<file path="config.mk">
export PLATFORM = sky130hd
export DESIGN_NAME = mis_vq_select18
export DESIGN_NICKNAME = d
export VERILOG_FILES = /design/src/rtl/mis_vq_select18.sv
export SDC_FILE = /design/constraint.sdc
export NUM_CORES = 1
export LEC_CHECK = 0
export CAP_MARGIN = 0
export CORE_MARGIN = 2
export CORE_UTILIZATION = 61
export DETAILED_ROUTE_END_ITERATION = 8
export MAX_ROUTING_LAYER = met4
export PLACE_DENSITY = 0.95
export SYNTH_ARGS = -nofsm -noshare
export SYNTH_HDL_FRONTEND = slang
export SYNTH_SLANG_ARGS = --single-unit
</file>
<file path="constraint.sdc">
create_clock -name clk -period 57 [get_ports clk]
set_clock_uncertainty 0.1 [all_clocks]
set_input_delay 11.4 -clock clk [delete_from_list [all_inputs] [get_ports clk]]
set_output_delay 11.4 -clock clk [all_outputs]
set_load 0.01 [all_outputs]
</file>
<file path="src/rtl/mis_vq_select18.sv">
// 18-element vector quantizer: picks the din largest filter outputs, one per clock.
// Optional MIS_VQ_ROTATE_TIE_EN rotates the tie-break priority once per sample.
module mis_vq_select18 #(
    parameter int N  = 18,
    parameter int W  = 7,
    parameter int CW = 5
) (
    input  logic           clk,
    input  logic           rst,
    input  logic           clk_en,
    input  logic [CW-1:0]  din,
    input  logic [N*W-1:0] sfm_bus,
    output logic [N-1:0]   sv,
    output logic           sv_valid,
    output logic           busy,
    output logic           overrun
);

    // state | meaning
    // IDLE  | waiting for clk_en
    // SEL   | picking one unmasked maximum per cycle, rem down-counts to 0
    // DONE  | publishing mask to sv
    typedef enum logic [1:0] {IDLE, SEL, DONE} state_t;

    localparam int IW = $clog2(N);

    state_t         state, state_nxt;
    logic [W-1:0]   val [N];
    logic [N-1:0]   mask;
    logic [CW-1:0]  rem;
    logic [CW-1:0]  din_sat;
    logic           load, pick, commit, ovr_set;
    logic [IW-1:0]  best_idx;
    logic [W-1:0]   best_val;
    logic           found;
    logic [IW-1:0]  idx;

`ifdef MIS_VQ_ROTATE_TIE_EN
    logic [IW-1:0]  ptr;
    logic [IW:0]    scan;
`endif

    assign din_sat = (din > CW'(N)) ? CW'(N) : din;

    always_ff @(posedge clk) begin
        if (rst) state <= IDLE;
        else     state <= state_nxt;
    end

    always_comb begin
        state_nxt = state;
        if (clk_en) begin
            state_nxt = (din_sat != '0) ? SEL : DONE;
        end else begin
            case (state)
                IDLE:    state_nxt = IDLE;
                SEL:     state_nxt = (rem == CW'(1)) ? DONE : SEL;
                DONE:    state_nxt = IDLE;
                default: state_nxt = IDLE;
            endcase
        end
    end

    always_comb begin
        load    = clk_en;
        pick    = (state == SEL) && !clk_en;
        commit  = (state == DONE) && !clk_en;
        ovr_set = clk_en && (state != IDLE);
    end

    // First unmasked element in priority order wins unless a later one is strictly larger.
    always_comb begin
        best_idx = '0;
        best_val = '0;
        found    = 1'b0;
        idx      = '0;
`ifdef MIS_VQ_ROTATE_TIE_EN
        scan     = '0;
`endif
        for (int j = 0; j < N; j++) begin
`ifdef MIS_VQ_ROTATE_TIE_EN
            scan = {1'b0, ptr} + (IW+1)'(j);
            if (scan >= (IW+1)'(N)) scan = scan - (IW+1)'(N);
            idx = scan[IW-1:0];
`else
            idx = IW'(j);
`endif
            if (!mask[idx] && (!found || (val[idx] > best_val))) begin
                best_idx = idx;
                best_val = val[idx];
                found    = 1'b1;
            end
        end
    end

    always_ff @(posedge clk) begin
        if (rst) begin
            for (int i = 0; i < N; i++) val[i] <= '0;
            mask     <= '0;
            rem      <= '0;
            sv       <= '0;
            sv_valid <= 1'b0;
            busy     <= 1'b0;
            overrun  <= 1'b0;
`ifdef MIS_VQ_ROTATE_TIE_EN
            ptr      <= '0;
`endif
        end else begin
            busy     <= (state_nxt != IDLE);
            sv_valid <= commit;
            if (load) begin
                for (int i = 0; i < N; i++) val[i] <= sfm_bus[i*W +: W];
                mask <= '0;
                rem  <= din_sat;
            end else if (pick) begin
                mask[best_idx] <= 1'b1;
                rem            <= rem - CW'(1);
            end
            if (commit) begin
                sv <= mask;
`ifdef MIS_VQ_ROTATE_TIE_EN
                ptr <= (ptr == IW'(N-1)) ? '0 : ptr + IW'(1);
`endif
            end
            if (ovr_set) overrun <= 1'b1;
        end
    end

endmodule

</file>
# == After elaboration in Yosys (flattened, before gate mapping) ==
# Memories as Yosys holds them, arrays and structs flattened.
# Cells that the tools add are included.
# word_totals
ram_bits,126
output_inout_bits,21
elab_cells,211
ff_bits,46
mem_count,1
inputBits,134
# memory_table
name,words,width,rd,rd_clocked_by_memory_dff,write_ports,line,source
val,18,7,18,0,18,28,logic [W-1:0] val [N];
# op_classes
n_bitwise,19
reduce_logical,77
magnitude_cmp,20
n_eq_ne,3
mux,83
n_addsub,1
# ops
cell,count
2-to-1 mux 7 bit,35
> comparator 7 bit,17
2-to-1 mux 5 bit,19
zero test 1 bit,34
2-to-1 mux 1 bit,24
logical AND 1 bit,21
bitwise OR 1 bit,18
bitwise OR 18 bit,1
logical OR 1 bit,17
2-to-1 mux 2 bit,4
"< comparator 5 x 6 -> 1 bit, second input constant",1
nonzero test 2 bit,3
demux 1 bit (select 5 bit),1
"== test 5 x 1 -> 1 bit, second input constant",1
"greater-or-equal comparator 5 x 1 -> 1 bit, second input constant",1
"> comparator 5 bit, second input constant",1
nonzero test 5 bit,1
"subtractor 5 x 1 -> 5 bit, second input constant",1
"== test 2 x 1 -> 1 bit, second input constant",1
"== test 2 bit, second input constant",1
OR reduction 2 bit,1

# == Logic depth before layout (Yosys ltp) ==
# An unclocked memory read counts as a cell.
# depth
ltp_word,75
ltp_mapped,193
mapped_depth_nobuf,181

# == Worst setup path before layout ==
# No wires, ideal clock.
# synth_timing
path_kind,register to register
from,register mask[0]
to,register mask[1]
setup_time_ns,0.061
path_buffers,14
slack_ns,25.712
t_arrival_ns,31.127
t_required_ns,56.839
path_stages_with_launch,176
cell_sequence,dfxtp_1 -> clkbuf_1 -> nand2b_1 -> ha_1 -> a211oi_1 -> o21ai_1 -> o221ai_4 -> mux2_2 -> ha_1 -> a211o_1 -> o211ai_1 -> a311o_1 -> buf_1 -> mux2i_1 -> ha_1 -> nor2b_1 -> o21a_1 -> o21bai_1 -> [140 not listed] -> o22ai_1 -> ha_1 -> nor2b_1 -> o21ai_0 -> nand2b_1 -> a21oi_1 -> nor2b_1 -> o21ai_0 -> nand2b_1 -> a21oi_1 -> a41oi_1 -> a31oi_1 -> nor2_1 -> or3_1 -> nor2_1 -> nand4_1 -> nor3_1 -> a32o_1
# synth_between
elab_chain_cells,74
word_cells_on_any_way,124
# synth_lines
element,line,source
start: declaration,29,logic [N-1:0] mask;
start signal: assignment,99,mask <= '0;
start signal: assignment,113,mask <= '0;
start signal: indexed assignment,116,mask[best_idx] <= 1'b1;
2-to-1 mux 7 bit,88,if (!mask[idx] && (!found || (val[idx] > best_val))) begin
> comparator 7 bit,88,
logical OR 1 bit,88,
logical AND 1 bit,88,
2-to-1 mux 7 bit / 2-to-1 mux 1 bit (equally long branches),88,
> comparator 7 bit / zero test 1 bit (equally long branches),88,
logical OR 1 bit,88,
logical AND 1 bit,88,
[58 not listed],--,
logical OR 1 bit,88,
logical AND 1 bit,88,
2-to-1 mux 5 bit *,88,
< comparator 5 x 6 -> 1 bit (implied by the code) / greater-or-equal comparator 5 x 1 -> 1 bit (equally long branches),116,
logical AND 1 bit (implied by the code),116,
2-to-1 mux 1 bit (implied by the code),116,
demux 1 bit (select 5 bit) *,116,
bitwise OR 18 bit (no line) *,--,
# Mark *: on every way between the ends. The rest lies on a longest branch, timed or not.
# A chain may end at the register's enable or synchronous reset.

# == Final worst setup path ==
# Ends and elaborated chain as after synthesis.

==> reports/metrics.yaml <==
routing:
  viasPerCell: 5.98
  drt_pass1_iterations: 6
  routed_wl_um: 29800
  drt_iter0_drc: 848
  antenna_left: 0
  wire_per_inst_um: 17.5
  drcViolationCount: 0
  via_count: 10200
synth:
  synth-simple-area-share: 0.216
  synth_area_leader_cell: "edfxtp_1"
  synth_edf_count: 126
  synthCells: 1302
  synthAdderAreaFrac: 0.107
  synth_compound_area_frac: 0.174
  syn_area_mm2: 0.0121
  synthTopCellsByArea: "edfxtp_1 (31%), ha_1 (10%), dfxtp_1 (7.6%), and2_1 (7.3%), mux2i_1 (3.2%)"
  synthMuxAreaShare: 0.0515
  ys_types: 94
  syn_area_per_cell_um2: 9.33
  synth_top_family_by_area: "simple AND/OR/NAND/NOR gates"
  synth_xor_area_frac: 0.0166
  synth_ff_type: "edfxtp_1"
  yosys_register_bits: 172
  ys_async_sr_fraction: 0
  seq_area_frac_synth: 0.387
  yosysMostFrequentCell: "and2_1"
  synth_warnings: 0
  synth_top_cells_by_count: "and2_1 (141), edfxtp_1 (126), nand2_1 (104), ha_1 (101), inv_1 (96)"
  postSynthNetCount: 1537
  synth_top_area_share: 0.312
worst_setup_path:
  crit_start: "mask[0]"
  critPathLaunchType: "flip-flop"
  cp_max_fo: 23
  path_common_cell: "ha_1"
  crit_type: "flip-flop to flip-flop"
  slowest_delay_ns: 0.75
  worstPathArrival_ns: 35.66
  worstPathRequired_ns: 57.28
  critPathSlowestCell: "o21ai_1"
  r2r-start: "mask[0]"
  crit_path_end_kind: "flip-flop"
sta:
  relSlewSlack: 0.259
  finalCritPeriodShare: 0.621
  setup_tns_ns: 0
  rsz0062_at_grt: "no"
  maxSlewViolCount: 0
  fmax_mhz: 28.3
  worstMarginPinSlew_ns: 1.11
  setup_violations: 0
  min_period_ns: 35.38
  hold_viol: 0
floorplanning:
  fp.dieH_um: 145
  pin_count: 155
  core_mm2: 0.0195
  start_util: 0.622
  die_w_um: 145
  dieArea_mm2: 0.0211
  fp-row-count: 51
place:
  port_buffers: 154
  hpwlAfterDp_um: 22500
  place.gp.congestion: 0.952
outcome:
  outcome: "complete, no violations"
cells_and_area:
  n_antenna_cell: 0
  syn2layout_area_growth_pct: 18.7
  final_nets: 1660
  drive_gt1_frac: 0.0675
grt:
  grt_pass1_wl_um: 49200
  antenna_found_initial: 0
  overflow: 0
  grt_usage: 0.293
  grt_pass1_vias: 10200
  grt_max_degree: 87
clocking:
  cts_buffer_depth: 2
  cts_tree: "built"
  worstSkewPairLatency_ns: 0.45
  htree_levels: 4
  cts_hold_buf: 0
  root_buffer: "clkbuf_16"
  cts_made_buffers: 17
  cts_setup_buffers: 0
  cts_resized: 0
  clkTransAtPathRegs_ns: 0.07
  cts.sinks: 172
worst_hold_path:
  hold_path_class: "flip-flop to flip-flop"
  min_from: "sv[10]"
flow_run:
  maxCapViolations: 0
## registers in the layout, indices dropped and copies added, names as in the netlist
signal,flops
busy,1
rem,5
state,2
sv_valid,1
sv,18
val,126
overrun,1
mask,18
## worst max-delay path: cells and delay by family (launching register included)
kind	cells	cell delay, ns
AOI/OAI and AO/OA	79	17.40
and+or+nand+nor	48	7.27
adders and majority gates	18	4.89
muxes	12	3.79
buffers and inverters	11	1.24
DFF	1	0.55
## logic make-up after synthesis
kind of cell | Yosys count
adders and majority gates | 104
DFF | 172
and+or+nand+nor | 488
muxes | 59
AOI/OAI and AO/OA | 303
buffers and inverters | 153
xor gates and xnor gates | 23
## routing by layer
metal  vias up  wire length, um  GRT usage  share of wire
met4         0              926      0.109          0.031
met1      4732            12500      0.357           0.42
met3        90             1750     0.0487          0.059
met5         -                0          -              0
met2       439            14700      0.491           0.49
li1       4926                -          -              -
## path summary, 6_finish.rpt
check	slack, ns	cells after the start	to
setup / recovery	21.62	168	mask[1]
setup reg to reg	21.62	168	mask[1]
hold / removal	0.36	2	sv[10]
hold reg to reg	0.36	2	sv[10]
## area by class of cell
cell class / count / area, um^2
clock inverters: 14 / 129
multi-input cells: 977 / 6860
fillers: 1381 / 5110
repair buffers: 160 / 1590
well taps: 265 / 332
clock buffers: 18 / 429
inverters: 97 / 367
flip-flops and latches: 172 / 4700
## layout by cell type, fill, tap and decap left out, types with 7 or more instances in the layout
cell type        Yosys  routed
a211oi_1             7       7
a21o_1              11      11
a21oi_1             71      71
a31o_2               7       7
a31oi_1             15      15
and2_1             141     141
and3_1              12      12
clkbuf_16            0      17
clkdlybuf4s50_1      0     154
dfxtp_1             46      46
edfxtp_1           126     126
ha_1               101     101
inv_1               96      96
mux2_2              15      15
mux2i_1             39      39
nand2_1            104     104
nand2b_1            23      23
nand3_1             18      18
nand4_1             17      17
nor2_1              78      78
nor2b_1             27      26
nor3_1              20      20
o21a_1              18      18
o21ai_0             65      65
o21ai_1             11      11
o22ai_1             12      12
xnor2_1             17      17
## per-stage QoR
stage          hold slack (ns)  utilization  area [um^2]  setup slack (ns)  cells
2_1_floorplan            0.341            -        12100             25.71   1302
3_3_place_gp             0.343        0.709        13900             23.40   1671
3_5_place_dp             0.355        0.709        13900             22.38   1671
4_1_cts                  0.365        0.738        14400             22.06   1703
5_1_grt                  0.390        0.738        14400             18.76   1703
6_report                 0.363        0.738        14400             21.62   1703
Power is left out: the tool's default activity adds up to more than one toggle a clock period on the data nets, which glitch-free logic cannot reach.
